[config.mk]
export PLATFORM = sky130hd
export DESIGN_NAME = mc_ctrl_fsm_flat
export DESIGN_NICKNAME = d
export VERILOG_FILES = /design/src/rtl/mc_ctrl_fsm_if.sv /design/src/rtl/mc_ctrl_fsm.sv /design/src/flat_wrapper.sv
export SDC_FILE = /design/constraint.sdc
export NUM_CORES = 1
export LEC_CHECK = 0
export CORE_MARGIN = 2
export CORE_UTILIZATION = 33
export CTS_BUF_LIST = sky130_fd_sc_hd__clkbuf_8 sky130_fd_sc_hd__clkbuf_16
export DETAILED_ROUTE_END_ITERATION = 12
export HOLD_SLACK_MARGIN = 0.08
export PLACE_DENSITY_LB_ADDON = 0.2
export SETUP_SLACK_MARGIN = 0.5
export SLEW_MARGIN = 10
export SYNTH_ARGS = -nofsm -noshare
export SYNTH_HDL_FRONTEND = slang
export SYNTH_SLANG_ARGS = --single-unit
[constraint.sdc]
create_clock -name clk -period 1.7 [get_ports clk]
set_clock_uncertainty 0.05 [all_clocks]
set_input_delay 0.34 -clock clk [delete_from_list [all_inputs] [get_ports clk]]
set_output_delay 0.34 -clock clk [all_outputs]
set_load 0.02 [all_outputs]
[src/rtl/mc_ctrl_fsm_if.sv]
// Control-unit <-> datapath/memory bundle for the multi-cycle RV32I core.
// The slave side is the control FSM; the master side is the datapath driving the IR fields.
interface mc_ctrl_fsm_if;
    logic       run, func7_5, br_taken, mem_ready;
    logic [6:0] opcode;
    logic [2:0] func3;
    logic       ifetch, ir_write, pc_write, regwrite;
    logic [1:0] alusrc1, alusrc2, pcsrc;
    logic [5:0] aluop;
    logic       memread, memwrite, mem2reg, illegal;
    logic [2:0] memop, state;

    modport slave (
        input  run, opcode, func3, func7_5, br_taken, mem_ready,
        output ifetch, ir_write, pc_write, regwrite, alusrc1, alusrc2, aluop,
               memread, memwrite, memop, mem2reg, pcsrc, state, illegal
    );
    modport master (
        output run, opcode, func3, func7_5, br_taken, mem_ready,
        input  ifetch, ir_write, pc_write, regwrite, alusrc1, alusrc2, aluop,
               memread, memwrite, memop, mem2reg, pcsrc, state, illegal
    );
endinterface

[src/rtl/mc_ctrl_fsm.sv]
// Multi-cycle RV32I control unit: sequences IF/ID/EX/MEM/WB and decodes datapath
// controls from the current state and the held IR fields.
module mc_ctrl_fsm #(
    parameter int USE_READY = 1,
    parameter int MEM_LAT   = 2,
    parameter int CNT_W     = 4
) (
    input  logic         clk,
    input  logic         rstn,
    mc_ctrl_fsm_if.slave bus
);
    typedef enum logic [2:0] {
        S_IDLE = 3'd0, S_IF = 3'd1, S_ID = 3'd2, S_EX = 3'd3,
        S_MEM  = 3'd4, S_WB = 3'd5, S_TRAP = 3'd6
    } state_t;

    localparam logic [6:0] OP_R      = 7'b0110011;
    localparam logic [6:0] OP_RI     = 7'b0010011;
    localparam logic [6:0] OP_LOAD   = 7'b0000011;
    localparam logic [6:0] OP_STORE  = 7'b0100011;
    localparam logic [6:0] OP_BRANCH = 7'b1100011;
    localparam logic [6:0] OP_JAL    = 7'b1101111;
    localparam logic [6:0] OP_JALR   = 7'b1100111;
    localparam logic [6:0] OP_AUIPC  = 7'b0010111;
    localparam logic [6:0] OP_LUI    = 7'b0110111;
    localparam logic [CNT_W-1:0] LAST = CNT_W'(MEM_LAT - 1);

    state_t           state_q, state_d;
    logic [CNT_W-1:0] cnt_q;
    logic             done, in_wait, legal, is_ld, is_st, is_br;

    assign is_ld   = (bus.opcode == OP_LOAD);
    assign is_st   = (bus.opcode == OP_STORE);
    assign is_br   = (bus.opcode == OP_BRANCH);
    assign in_wait = (state_q == S_IF) || (state_q == S_MEM);
    // Completion of the current IF/MEM access; only meaningful while in_wait.
    assign done    = (USE_READY != 0) ? bus.mem_ready : (cnt_q == LAST);

    always_comb begin
        case (bus.opcode)
            OP_R, OP_RI, OP_LOAD, OP_STORE, OP_BRANCH,
            OP_JAL, OP_JALR, OP_AUIPC, OP_LUI: legal = 1'b1;
            default:                           legal = 1'b0;
        endcase
    end

    always_ff @(posedge clk or negedge rstn) begin
        if (!rstn) begin
            state_q <= S_IDLE;
            cnt_q   <= '0;
        end else begin
            state_q <= state_d;
            // Counter is zero outside a wait, so every entry into IF/MEM starts from 0.
            if (in_wait && !done && (USE_READY == 0)) cnt_q <= cnt_q + 1'b1;
            else                                      cnt_q <= '0;
        end
    end

    always_comb begin
        state_d = state_q;
        case (state_q)
            S_IDLE: if (bus.run) state_d = S_IF;
            S_IF:   if (done) state_d = S_ID;
            S_ID:   state_d = legal ? S_EX : S_TRAP;
            S_EX: begin
                if (is_ld || is_st) state_d = S_MEM;
                else if (is_br)     state_d = bus.run ? S_IF : S_IDLE;
                else                state_d = S_WB;
            end
            S_MEM: begin
                if (done) begin
                    if (is_ld) state_d = S_WB;
                    else       state_d = bus.run ? S_IF : S_IDLE;
                end
            end
            S_WB:   state_d = bus.run ? S_IF : S_IDLE;
            S_TRAP: state_d = S_TRAP;
            default: state_d = S_IDLE;
        endcase
    end

    always_comb begin
        bus.ifetch   = 1'b0;
        bus.ir_write = 1'b0;
        bus.pc_write = 1'b0;
        bus.regwrite = 1'b0;
        bus.alusrc1  = 2'b00;
        bus.alusrc2  = 2'b00;
        bus.aluop    = 6'b000000;
        bus.memread  = 1'b0;
        bus.memwrite = 1'b0;
        bus.memop    = 3'b000;
        bus.mem2reg  = 1'b0;
        bus.pcsrc    = 2'b00;
        case (state_q)
            S_IF: begin
                bus.ifetch   = 1'b1;
                bus.ir_write = done;
            end
            S_EX: begin
                case (bus.opcode)
                    OP_R: begin
                        bus.alusrc1 = 2'b10; bus.alusrc2 = 2'b10;
                        bus.aluop   = {2'b00, bus.func3, bus.func7_5};
                    end
                    OP_RI: begin
                        // func7_5 only distinguishes SRAI from SRLI; elsewhere it is immediate bits.
                        bus.alusrc1 = 2'b10; bus.alusrc2 = 2'b11;
                        bus.aluop   = {2'b00, bus.func3, (bus.func3 == 3'b101) & bus.func7_5};
                    end
                    OP_LOAD, OP_STORE: begin
                        bus.alusrc1 = 2'b10; bus.alusrc2 = 2'b11;
                    end
                    OP_BRANCH: begin
                        bus.alusrc1  = 2'b10; bus.alusrc2 = 2'b10;
                        bus.aluop    = {2'b01, bus.func3, 1'b0};
                        bus.pc_write = 1'b1;
                        bus.pcsrc    = bus.br_taken ? 2'b01 : 2'b00;
                    end
                    OP_JAL, OP_JALR: begin
                        bus.alusrc1 = 2'b11; bus.alusrc2 = 2'b01;
                        bus.aluop   = 6'b100000;
                    end
                    OP_AUIPC: begin
                        bus.alusrc1 = 2'b11; bus.alusrc2 = 2'b11;
                    end
                    OP_LUI: bus.alusrc2 = 2'b11;
                    default: ;
                endcase
            end
            S_MEM: begin
                bus.memread  = is_ld;
                bus.memwrite = is_st;
                bus.memop    = bus.func3;
                bus.pc_write = is_st & done;
            end
            S_WB: begin
                bus.regwrite = 1'b1;
                bus.mem2reg  = is_ld;
                bus.pc_write = 1'b1;
                if (bus.opcode == OP_JAL)       bus.pcsrc = 2'b01;
                else if (bus.opcode == OP_JALR) bus.pcsrc = 2'b11;
            end
            default: ;
        endcase
    end

    assign bus.state   = state_q;
    assign bus.illegal = (state_q == S_TRAP);
endmodule
[src/flat_wrapper.sv]
// flat-port wrapper written by rule: the top's interface ports become plain ports
module mc_ctrl_fsm_flat 
#(
    parameter int USE_READY = 1,
    parameter int MEM_LAT   = 2,
    parameter int CNT_W     = 4
)
  (clk, rstn, bus_run, bus_opcode, bus_func3, bus_func7_5, bus_br_taken, bus_mem_ready, bus_ifetch, bus_ir_write, bus_pc_write, bus_regwrite, bus_alusrc1, bus_alusrc2, bus_aluop, bus_memread, bus_memwrite, bus_memop, bus_mem2reg, bus_pcsrc, bus_state, bus_illegal);
  mc_ctrl_fsm_if bus_i ();
  input  logic clk;
  input  logic rstn;
  input wire logic [$bits(bus_i.run)-1:0] bus_run;
  input wire logic [$bits(bus_i.opcode)-1:0] bus_opcode;
  input wire logic [$bits(bus_i.func3)-1:0] bus_func3;
  input wire logic [$bits(bus_i.func7_5)-1:0] bus_func7_5;
  input wire logic [$bits(bus_i.br_taken)-1:0] bus_br_taken;
  input wire logic [$bits(bus_i.mem_ready)-1:0] bus_mem_ready;
  output wire logic [$bits(bus_i.ifetch)-1:0] bus_ifetch;
  output wire logic [$bits(bus_i.ir_write)-1:0] bus_ir_write;
  output wire logic [$bits(bus_i.pc_write)-1:0] bus_pc_write;
  output wire logic [$bits(bus_i.regwrite)-1:0] bus_regwrite;
  output wire logic [$bits(bus_i.alusrc1)-1:0] bus_alusrc1;
  output wire logic [$bits(bus_i.alusrc2)-1:0] bus_alusrc2;
  output wire logic [$bits(bus_i.aluop)-1:0] bus_aluop;
  output wire logic [$bits(bus_i.memread)-1:0] bus_memread;
  output wire logic [$bits(bus_i.memwrite)-1:0] bus_memwrite;
  output wire logic [$bits(bus_i.memop)-1:0] bus_memop;
  output wire logic [$bits(bus_i.mem2reg)-1:0] bus_mem2reg;
  output wire logic [$bits(bus_i.pcsrc)-1:0] bus_pcsrc;
  output wire logic [$bits(bus_i.state)-1:0] bus_state;
  output wire logic [$bits(bus_i.illegal)-1:0] bus_illegal;
  assign bus_i.run = bus_run;
  assign bus_i.opcode = bus_opcode;
  assign bus_i.func3 = bus_func3;
  assign bus_i.func7_5 = bus_func7_5;
  assign bus_i.br_taken = bus_br_taken;
  assign bus_i.mem_ready = bus_mem_ready;
  assign bus_ifetch = bus_i.ifetch;
  assign bus_ir_write = bus_i.ir_write;
  assign bus_pc_write = bus_i.pc_write;
  assign bus_regwrite = bus_i.regwrite;
  assign bus_alusrc1 = bus_i.alusrc1;
  assign bus_alusrc2 = bus_i.alusrc2;
  assign bus_aluop = bus_i.aluop;
  assign bus_memread = bus_i.memread;
  assign bus_memwrite = bus_i.memwrite;
  assign bus_memop = bus_i.memop;
  assign bus_mem2reg = bus_i.mem2reg;
  assign bus_pcsrc = bus_i.pcsrc;
  assign bus_state = bus_i.state;
  assign bus_illegal = bus_i.illegal;
  mc_ctrl_fsm #(.USE_READY(USE_READY), .MEM_LAT(MEM_LAT), .CNT_W(CNT_W)) u_core (.clk(clk), .rstn(rstn), .bus(bus_i));
endmodule
==> results of run 1 <==
cells by family after synthesis:
logic type | count (synthesis) | share of synthesized area, %
and+or+nand+nor | 47 | 52.7
AOI/OAI and AO/OA | 19 | 24.8
buffers and inverters | 8 | 7.21
DFF | 3 | 13.5
muxes | 1 | 1.80
per-stage QoR:
stage / TNS [ns] / area [um2] / std cells / setup WS [ns] / hold WS (ns)
global placement: -15.49 / 1370 / 169 / -0.859 / 0.475
floorplan: -0.324 / 691 / 78 / -0.0765 / -0.00559
detailed placement: -16.49 / 1370 / 169 / -0.929 / 0.480
==> metrics.md, run 1 <==
| Metric | Value |
|---|---|
| Status | did not finish |
| Exit stage | clock tree synthesis (4_1_cts) |
| Err | [ERROR DPL-0038] Utilization greater than 100%, impossible to legalize |
| Yosys warning total | 0 |
| Post-DP HPWL | about 2200 um |
| Synth top area share | between 10% and 20% |
| Initial Util | about 36% |
| Most common cell in the netlist | nor2_1 |
| H-tree depth | 1 |
| Async SR Flop Fraction | 100% |
| Area leader, netlist | dfrtp_1 |
| Prevailing post-synth register cell | dfrtp_1 |
| Clk sinks | 3 |
| Num CTS Buffers | 3 |
| #FFs+latches synth | 3 |
| Root Buffer Master | clkbuf_8 |
| Std cell rows | 14 |
| Max Root-Sink Buffers | 2 |
| Die width | 45.0 um |
| # IOs | 42 |
| Top cells by area, synth | dfrtp_1 14%, and2_1 7.9%, nor2_1 5.4% |
| Hold Buf Count CTS | 0 |
| Most common library cells after synthesis | 8 x nor2_1, 7 x and2_1, 7 x nand2_1 |
| Mapped Area | 556 um2 |
| GPL Wtd Cong | 0.886 |
| Post-CTS Setup Bufs | 15 |
| Die height | between 40 and 50 um |
| PostCTS Resize Cnt | 215 |
| Syn nets | 94 |
| Synth Area per Inst | 7.12 um2 |
| Synth unique cells | 36 |
| Syn Inst Count | 78 |
| IO buf count | 41 |
| Sequential area share after synthesis | ~14% |
| Post-synth EDFFs | 0 |
==> run 2: changes to the inputs <==
==> config.mk (replaced) <==
export PLATFORM = sky130hd
export DESIGN_NAME = mc_ctrl_fsm_flat
export DESIGN_NICKNAME = d
export VERILOG_FILES = /design/src/rtl/mc_ctrl_fsm_if.sv /design/src/rtl/mc_ctrl_fsm.sv /design/src/flat_wrapper.sv
export SDC_FILE = /design/constraint.sdc
export NUM_CORES = 1
export LEC_CHECK = 0
export CORE_AREA = 2 2 63 65
export DETAILED_ROUTE_END_ITERATION = 12
export DIE_AREA = 0 0 65 67
export PLACE_DENSITY_LB_ADDON = 0.15
export SLEW_MARGIN = 10
export SYNTH_ARGS = -nofsm -noshare
export SYNTH_HDL_FRONTEND = slang
export SYNTH_SLANG_ARGS = --single-unit
==> run 2 against run 1 <==
The flow now finishes, with violations (negative setup slack). Synthesized area did not move. Synthesized cell count did not move.
==> metrics.md, run 2 <==
| Metric | Value |
|---|---|
| Max-cap violations | 0 |
| Top cells by area, synth | dfrtp_1 14%, and2_1 7.9%, nor2_1 5.4% |
| Worst slew pin tran | 0.301 ns |
| Via density per instance | 4.32 |
| Antenna violations before repair | 0 |
| Failing checks | negative setup slack |
| Clk sinks | 3 (unchanged) |
| Most common cell in the netlist | nor2_1 |
| R2R Path Start | u_core.bus.state[2]$_DFFE_PN0P_ |
| CTS tree | built |
| DRC | 0 |
| Grt met2 use | 22.9% |
| Post-synth EDFFs | 0 (unchanged) |
| Most common library cells after synthesis | 8 x nor2_1, 7 x and2_1, 7 x nand2_1 |
| Final hold slack | 0.259 ns |
| H-tree depth | 1 (unchanged) |
| Worst skew pair latency | 0.22 ns |
| Maximum vdd drop | between 0.0002 and 0.0003 V |
| Finished Cell Area | ~1600 um2 |
| Max Root-Sink Buffers | 2 (unchanged) |
| P&R area growth vs syn | 191% |
| Std cell rows | 22 (+8) |
| Prevailing post-synth register cell | dfrtp_1 |
| Leakage | 0.766 nW |
| Vias in the first global route | 976 |
| Synth unique cells | 36 (unchanged) |
| Post-DP HPWL | 2120 um (-3.0%) |
| Status | finished, violations left |
| Final worst slack | -0.159 ns |
| IO buf count | 41 (unchanged) |
| GRT busiest layer | met2 |
| Worst setup SP type | flop |
| Mapped Area | 556 um2 (unchanged) |
| Final period utilization | 109% |
| Total gr overflow | 0 |
| Hold Buf Count CTS | 0 (unchanged) |
| Total number of vias | 934 |
| Final setup fails | 19 |
| Fin nets | 185 |
| Final core occ | 44.9% |
| CORE AREA | 3610 um2 |
| Critical Path RT | around 1.3 ns |
| Setup CP Type | flop to output port |
| Fmax | 0.538 GHz |
| Element type at the critical path end | output port |
| CP Data Arrival Time | 1.47 ns |
| Min cycle time layout | approximately 1.9 ns |
| Synth Area per Inst | 7.12 um2 (unchanged) |
| Die height | 67 um (+49%) |
| Pwr/cell area | 901 nW/um2 |
| Worst-case reg-to-reg path depth | 7 |
| Antenna cells | 0 |
| GPL Wtd Cong | 0.835 (-5.8%) |
| Max reg flops | 3 |
| Async SR Flop Fraction | 100% (unchanged) |
| Die Footprint | 4360 um2 |
| Worst-path clk slew | 0.03 ns |
| # IOs | 42 (unchanged) |
| FF-to-FF setup slack | 0.03 ns |
| Pre-antenna DRT Iters | 4 |
| #FFs+latches synth | 3 (unchanged) |
| Layout cells sized above 1 | 70.8% |
| Syn nets | 94 (unchanged) |
| Synth top area share | 13.5% (unchanged) |
| Area leader, netlist | dfrtp_1 |
| First-pass GRT wire length | 4260 um |
| Reg2Reg Capture Point | u_core.bus.state[2]$_DFFE_PN0P_ |
| Commonest cells after routing, fill and taps aside | 42 x buf_4, 30 x buf_6, 7 x clkdlybuf4s50_1 |
| Max-slew violation count | 0 |
| DRT antenna net count | 0 |
| Sequential area share after synthesis | 13.5% (unchanged) |
| HP Class | primary input to asynchronous set/reset pin |
| Num CTS Buffers | 3 (unchanged) |
| Relative slew slack | 79.8% |
| Unrepaired setup endpoints after global routing | true |
| Finished Layout Cells | ~220 |
| Largest net degree at the start of global routing | 8 |
| Initial Util | 15.4% (-21 points) |
| Crit path max fanout | 6 |
| Placed cells | 194 (+15%) |
| Die width | 65 um (+44%) |
| GRT Resource Usage Total | 12.9% |
| GR Util met1 | between 15 and 20% |
| WL final | 2800 um |
| Syn Inst Count | 78 (unchanged) |
| Placed instance area | 1270 um2 (-6.7%) |
| Yosys warning total | 0 (unchanged) |
| Drt wl/cell | 12.9 um |
| Root Buffer Master | clkbuf_8 |
| Most common cell after layout, fill and taps aside | buf_4 |
| Hold Violations, Final | 0 |
| DRT iter0 DRCs | 21 |
| GR Util met3 | under 10% |
[run 2: cell type report]
cell class	instances	area (um2)
Clock buffer	4	45.0
Inverter	5	18.8
Tap cell	48	60.1
Fill cell	362	1990
Multi-Input combinational cell	67	623
Sequential cell	3	78.8
Timing Repair Buffer	89	793
[run 2: power breakdown]
| group | switching, mW | internal, mW | total, mW |
|---|---|---|---|
| sequential | 0.0468 | 0.109 | 0.156 |
| clock | 0.0488 | 0.160 | 0.209 |
| combinational | 0.479 | 0.615 | 1.09 |
| total | 0.575 | 0.884 | 1.46 |
[run 2: kinds of logic after synthesis]
logic type,Yosys count,share of synthesized area (%)
muxes,1,1.80
AOI/OAI and AO/OA,19,24.8
and+or+nand+nor,47,52.7
DFF,3,13.5
buffers and inverters,8,7.21
[run 2: layer usage]
metal  wire [um]  part of all wire [%]
met5           0                     0
met4          43                   1.5
met3          76                   2.7
met2        1510                    54
met1        1170                    42
[run 2: worst max-delay path, stage by stage (launching register included)]
cell,delay (ns)
dfrtp_2,0.42
buf_6,0.12
nand3b_1,0.30
a31oi_1,0.24
buf_4,0.17
[run 2: what timing repair did]
item / in CTS / in global routing
buffers inserted: 16 / 5
setup endpoints to repair: 28 / 26
resized for setup: 181 / 27
pin swaps: 22 / 15
[run 2: stage by stage]
stage | setup WS, ns | power [mW] | setup TNS (ns)
2_1_floorplan | -0.0927 | 0.569 | -0.381
3_3_place_gp | -0.907 | 0.950 | -16.39
3_5_place_dp | -0.906 | 0.953 | -16.50
4_1_cts | -0.200 | 1.34 | -1.92
5_1_grt | -0.234 | 1.55 | -2.92
6_report | -0.159 | 1.46 | -1.65
[run 2: worst max-delay path by stage]
| stage | from | to | slack (ns) | cells past startpoint |
|---|---|---|---|---|
| final | u_core.bus.state[2]$_DFFE_PN0P_ | bus_alusrc2[0] | -0.16 | 4 |
| after global placement | bus_opcode[4] | bus_pcsrc[1] | -0.91 | 6 |
| after CTS | u_core.bus.state[1]$_DFFE_PN0P_ | bus_pc_write | -0.20 | 5 |
| after floorplan | u_core.bus.state[2]$_DFFE_PN0P_ | bus_pc_write | -0.09 | 5 |
| after detailed placement | bus_opcode[2] | bus_aluop[2] | -0.91 | 6 |
| after global routing | u_core.bus.state[2]$_DFFE_PN0P_ | bus_alusrc2[0] | -0.23 | 4 |
(Power assumes the default switching activity.)
==> run 3: changes to the inputs <==
--- a/config.mk
+++ b/config.mk
@@ -5,10 +5,13 @@
 export SDC_FILE = /design/constraint.sdc
 export NUM_CORES = 1
 export LEC_CHECK = 0
+export CELL_PAD_IN_SITES_DETAIL_PLACEMENT = 2
+export CELL_PAD_IN_SITES_GLOBAL_PLACEMENT = 2
 export CORE_AREA = 2 2 63 65
 export DETAILED_ROUTE_END_ITERATION = 12
 export DIE_AREA = 0 0 65 67
 export PLACE_DENSITY_LB_ADDON = 0.15
+export RECOVER_POWER = 25
 export SLEW_MARGIN = 10
 export SYNTH_ARGS = -nofsm -noshare
 export SYNTH_HDL_FRONTEND = slang
==> run 3 against run 2 <==
The run still ends with negative setup slack left. First-iteration DRC count grew 14%. Final area rose by 7.3%. Routed wire length is 62% higher. Clock-buffer cell count unchanged. Clock power increased by 5%. Fmax shrank 3.8%. Die area did not move. Flip-flop and latch count unchanged. Via count rose by 8.7%. Critical endpoint is now bus_pcsrc[0]. Largest cell class unchanged. Highest routed layer unchanged.
==> metrics.md, run 3 (synthesized netlist as in run 2, its figures left out) <==
| Metric | Value |
|---|---|
| Hold Violations, Final | 0 (unchanged) |
| CTS tree | built |
| HP Class | primary input to asynchronous set/reset pin |
| Total power | 1.75 mW (+20%) |
| Post-route met1 wirelength | 1720 um (+48%) |
| Internal | 996 uW (+13%) |
| Fin nets | 191 (+3.2%) |
| Max Root-Sink Buffers | 2 (unchanged) |
| Failing checks | negative setup slack |
| Worst setup SP type | flop |
| Final period utilization | 114% (+4.3 points) |
| Die width | 65 um (unchanged) |
| Layout cells sized above 1 | 78.7% (+7.9 points) |
| Die Footprint | 4360 um2 (unchanged) |
| Drt wl/cell | 20.5 um (+58%) |
| # IOs | 42 (unchanged) |
| Psw | 750 uW (+30%) |
| Setup tns final | -2.99 ns (-1.34 ns) |
| Pre-antenna DRT Iters | 3 (-1) |
| P&R area growth vs syn | 213% |
| Final worst slack | -0.231 ns (-0.0726 ns) |
| DR top layer | met4 |
| Worst skew pair latency | 0.22 ns (about the same) |
| Worst slew pin tran | 0.325 ns (+0.0237 ns) |
| Sequential Power Share | 8.9% (-1.8 points) |
| Element type at the critical path end | output port |
| Commonest cells after routing, fill and taps aside | 41 x buf_4, 35 x buf_6, 7 x and2_4 |
| Worst-path clk slew | 0.03 ns (about the same) |
| WL met3 | 141 um (+86%) |
| Clk pwr share | 12.6% (-1.7 points) |
| GPL Wtd Cong | 0.726 (-13%) |
| Clk sinks | 3 (unchanged) |
| Crit path max fanout | 4 (-2) |
| WL final | 4540 um (+62%) |
| H-tree depth | 1 (unchanged) |
| Max reg flops | 3 (unchanged) |
| Root Buffer Master | clkbuf_8 |
| First-pass GRT wire length | 6280 um (+47%) |
| Maximum vdd drop | 0.000308 V (+4.7%) |
| Pre-CTS setup slack | -0.936 ns (-0.0298 ns) |
| Total number of vias | 1015 (+8.7%) |
| Antenna cells | 0 (unchanged) |
| Most common cell after layout, fill and taps aside | buf_4 |
| Pwr/cell area | 1010 nW/um2 (+12%) |
| IO buf count | 41 (unchanged) |
| Setup CP Type | flop to output port |
| Sw frac | 43.0% (+3.6 points) |
| CORE AREA | 3610 um2 (unchanged) |
| Relative slew slack | 78.2% (-1.6 points) |
| Via density per instance | 4.57 (+5.7%) |
| Initial Util | 15.4% (unchanged) |
| Leakage | 0.786 nW (+2.7%) |
| Critical Path RT | 1.31 ns (about the same) |
| Final setup fails | 25 (+6) |
| DRT iter0 DRCs | 24 (+14%) |
| Max-cap violations | 0 (unchanged) |
| Max-slew violation count | 0 (unchanged) |
| Post-DP HPWL | 2550 um (+20%) |
| Final hold slack | 0.345 ns (+0.0862 ns) |
| Antenna violations before repair | 0 (unchanged) |
| Status | finished, violations left |
| Gate power share | 78.5% (+3.5 points) |
| DRT antenna net count | 0 (unchanged) |
| DRC | 0 (unchanged) |
| Die height | 67 um (unchanged) |
| Fmax | 0.518 GHz (-3.8%) |
| Total gr overflow | 0 (unchanged) |
| DR WL met2 | 2600 um (+72%) |
| Std cell rows | 22 (unchanged) |
| Num CTS Buffers | 3 (unchanged) |
| CP Data Arrival Time | 1.54 ns (+0.07 ns) |
| Min cycle time layout | 1.93 ns (+0.0726 ns) |
| GRT Resource Usage Total | 19.9% (+7.0 points) |
| Unrepaired setup endpoints after global routing | true |
| Largest net degree at the start of global routing | 9 (+1) |
| Vias in the first global route | 1144 (+17%) |
==> run 3: cell count changes in the layout (fill, tap and decap cells not counted), sizes merged <==
cell,before,now
dlygate4sd3,0,1
dlygate4sd2,4,3
buf,76,83
clkdlybuf4s50,7,6
==> run 3: path summary, 6_finish.rpt <==
check                                             endpoint  cells past startpoint                            start  slack, ns
setup / recovery                              bus_pcsrc[0]                      5  u_core.bus.state[0]$_DFFE_PN0P_      -0.23
setup reg to reg           u_core.bus.state[0]$_DFFE_PN0P_                      7  u_core.bus.state[2]$_DFFE_PN0P_      -0.05
max in group asynchronous  u_core.bus.state[2]$_DFFE_PN0P_                      1                             rstn       1.06
hold reg to reg            u_core.bus.state[2]$_DFFE_PN0P_                      3  u_core.bus.state[1]$_DFFE_PN0P_       0.80
hold / removal             u_core.bus.state[1]$_DFFE_PN0P_                      1                             rstn       0.35
min in group clk           u_core.bus.state[0]$_DFFE_PN0P_                      5                    bus_opcode[4]       0.70
==> run 3: stage by stage <==
step	std cells	utilization [%]	area, um2
after floorplan	78	-	602
after global placement	199	36.4	1310
after global routing	222	48.2	1740
after CTS	215	43.7	1570
after detailed placement	199	36.4	1310
final	222	48.2	1740
==> run 3: final cells by class <==
type,instances,area (um2)
clock buffer,4,45.0
fill,395,1870
sequential,3,78.8
tap,48,60.1
multi-input combinational,67,672
inverter,5,21.3
timing repair buffer,95,860
==> run 3: worst max-delay path, cell delays in order (launching register included) <==
cell	delay (ns)
dfrtp_2	0.44
buf_6	0.13
nand3b_1	0.17
buf_6	0.15
a2bb2o_2	0.26
buf_2	0.16
==> run 3: layer usage <==
metal / GRT usage [%] / vias up
met4: 9.57 / 0
li1: - / 482
met1: 21.8 / 499
met2: 37.8 / 28
met3: 2.53 / 6
met5: 0 / -
==> run 3: power by group through the flow <==
stage	Sequential, mW	Clock (mW)	Combinational, mW
finish	0.156	0.220	1.37
global route	0.160	0.232	1.44
CTS	0.146	0.224	1.07
detailed placement	0.142	0	0.854
global placement	0.138	0	0.827
floorplan	0.167	0	0.402
==> run 3: what timing repair did <==
item                       in CTS  in global routing
hold buffers                    0                  0
setup endpoints to repair      28                 26
pin swaps                      25                 15
cloned                          0                  0
gates resized for setup       200                 32
setup buffers                  13                  9
==> run 4: changes to the inputs <==
--- a/config.mk
+++ b/config.mk
@@ -5,6 +5,7 @@
 export SDC_FILE = /design/constraint.sdc
 export NUM_CORES = 1
 export LEC_CHECK = 0
+export CAP_MARGIN = 20
 export CELL_PAD_IN_SITES_DETAIL_PLACEMENT = 2
 export CELL_PAD_IN_SITES_GLOBAL_PLACEMENT = 2
 export CORE_AREA = 2 2 63 65
==> results of run 4 <==
Final layout, timing and power as in run 3 (identical DEF).
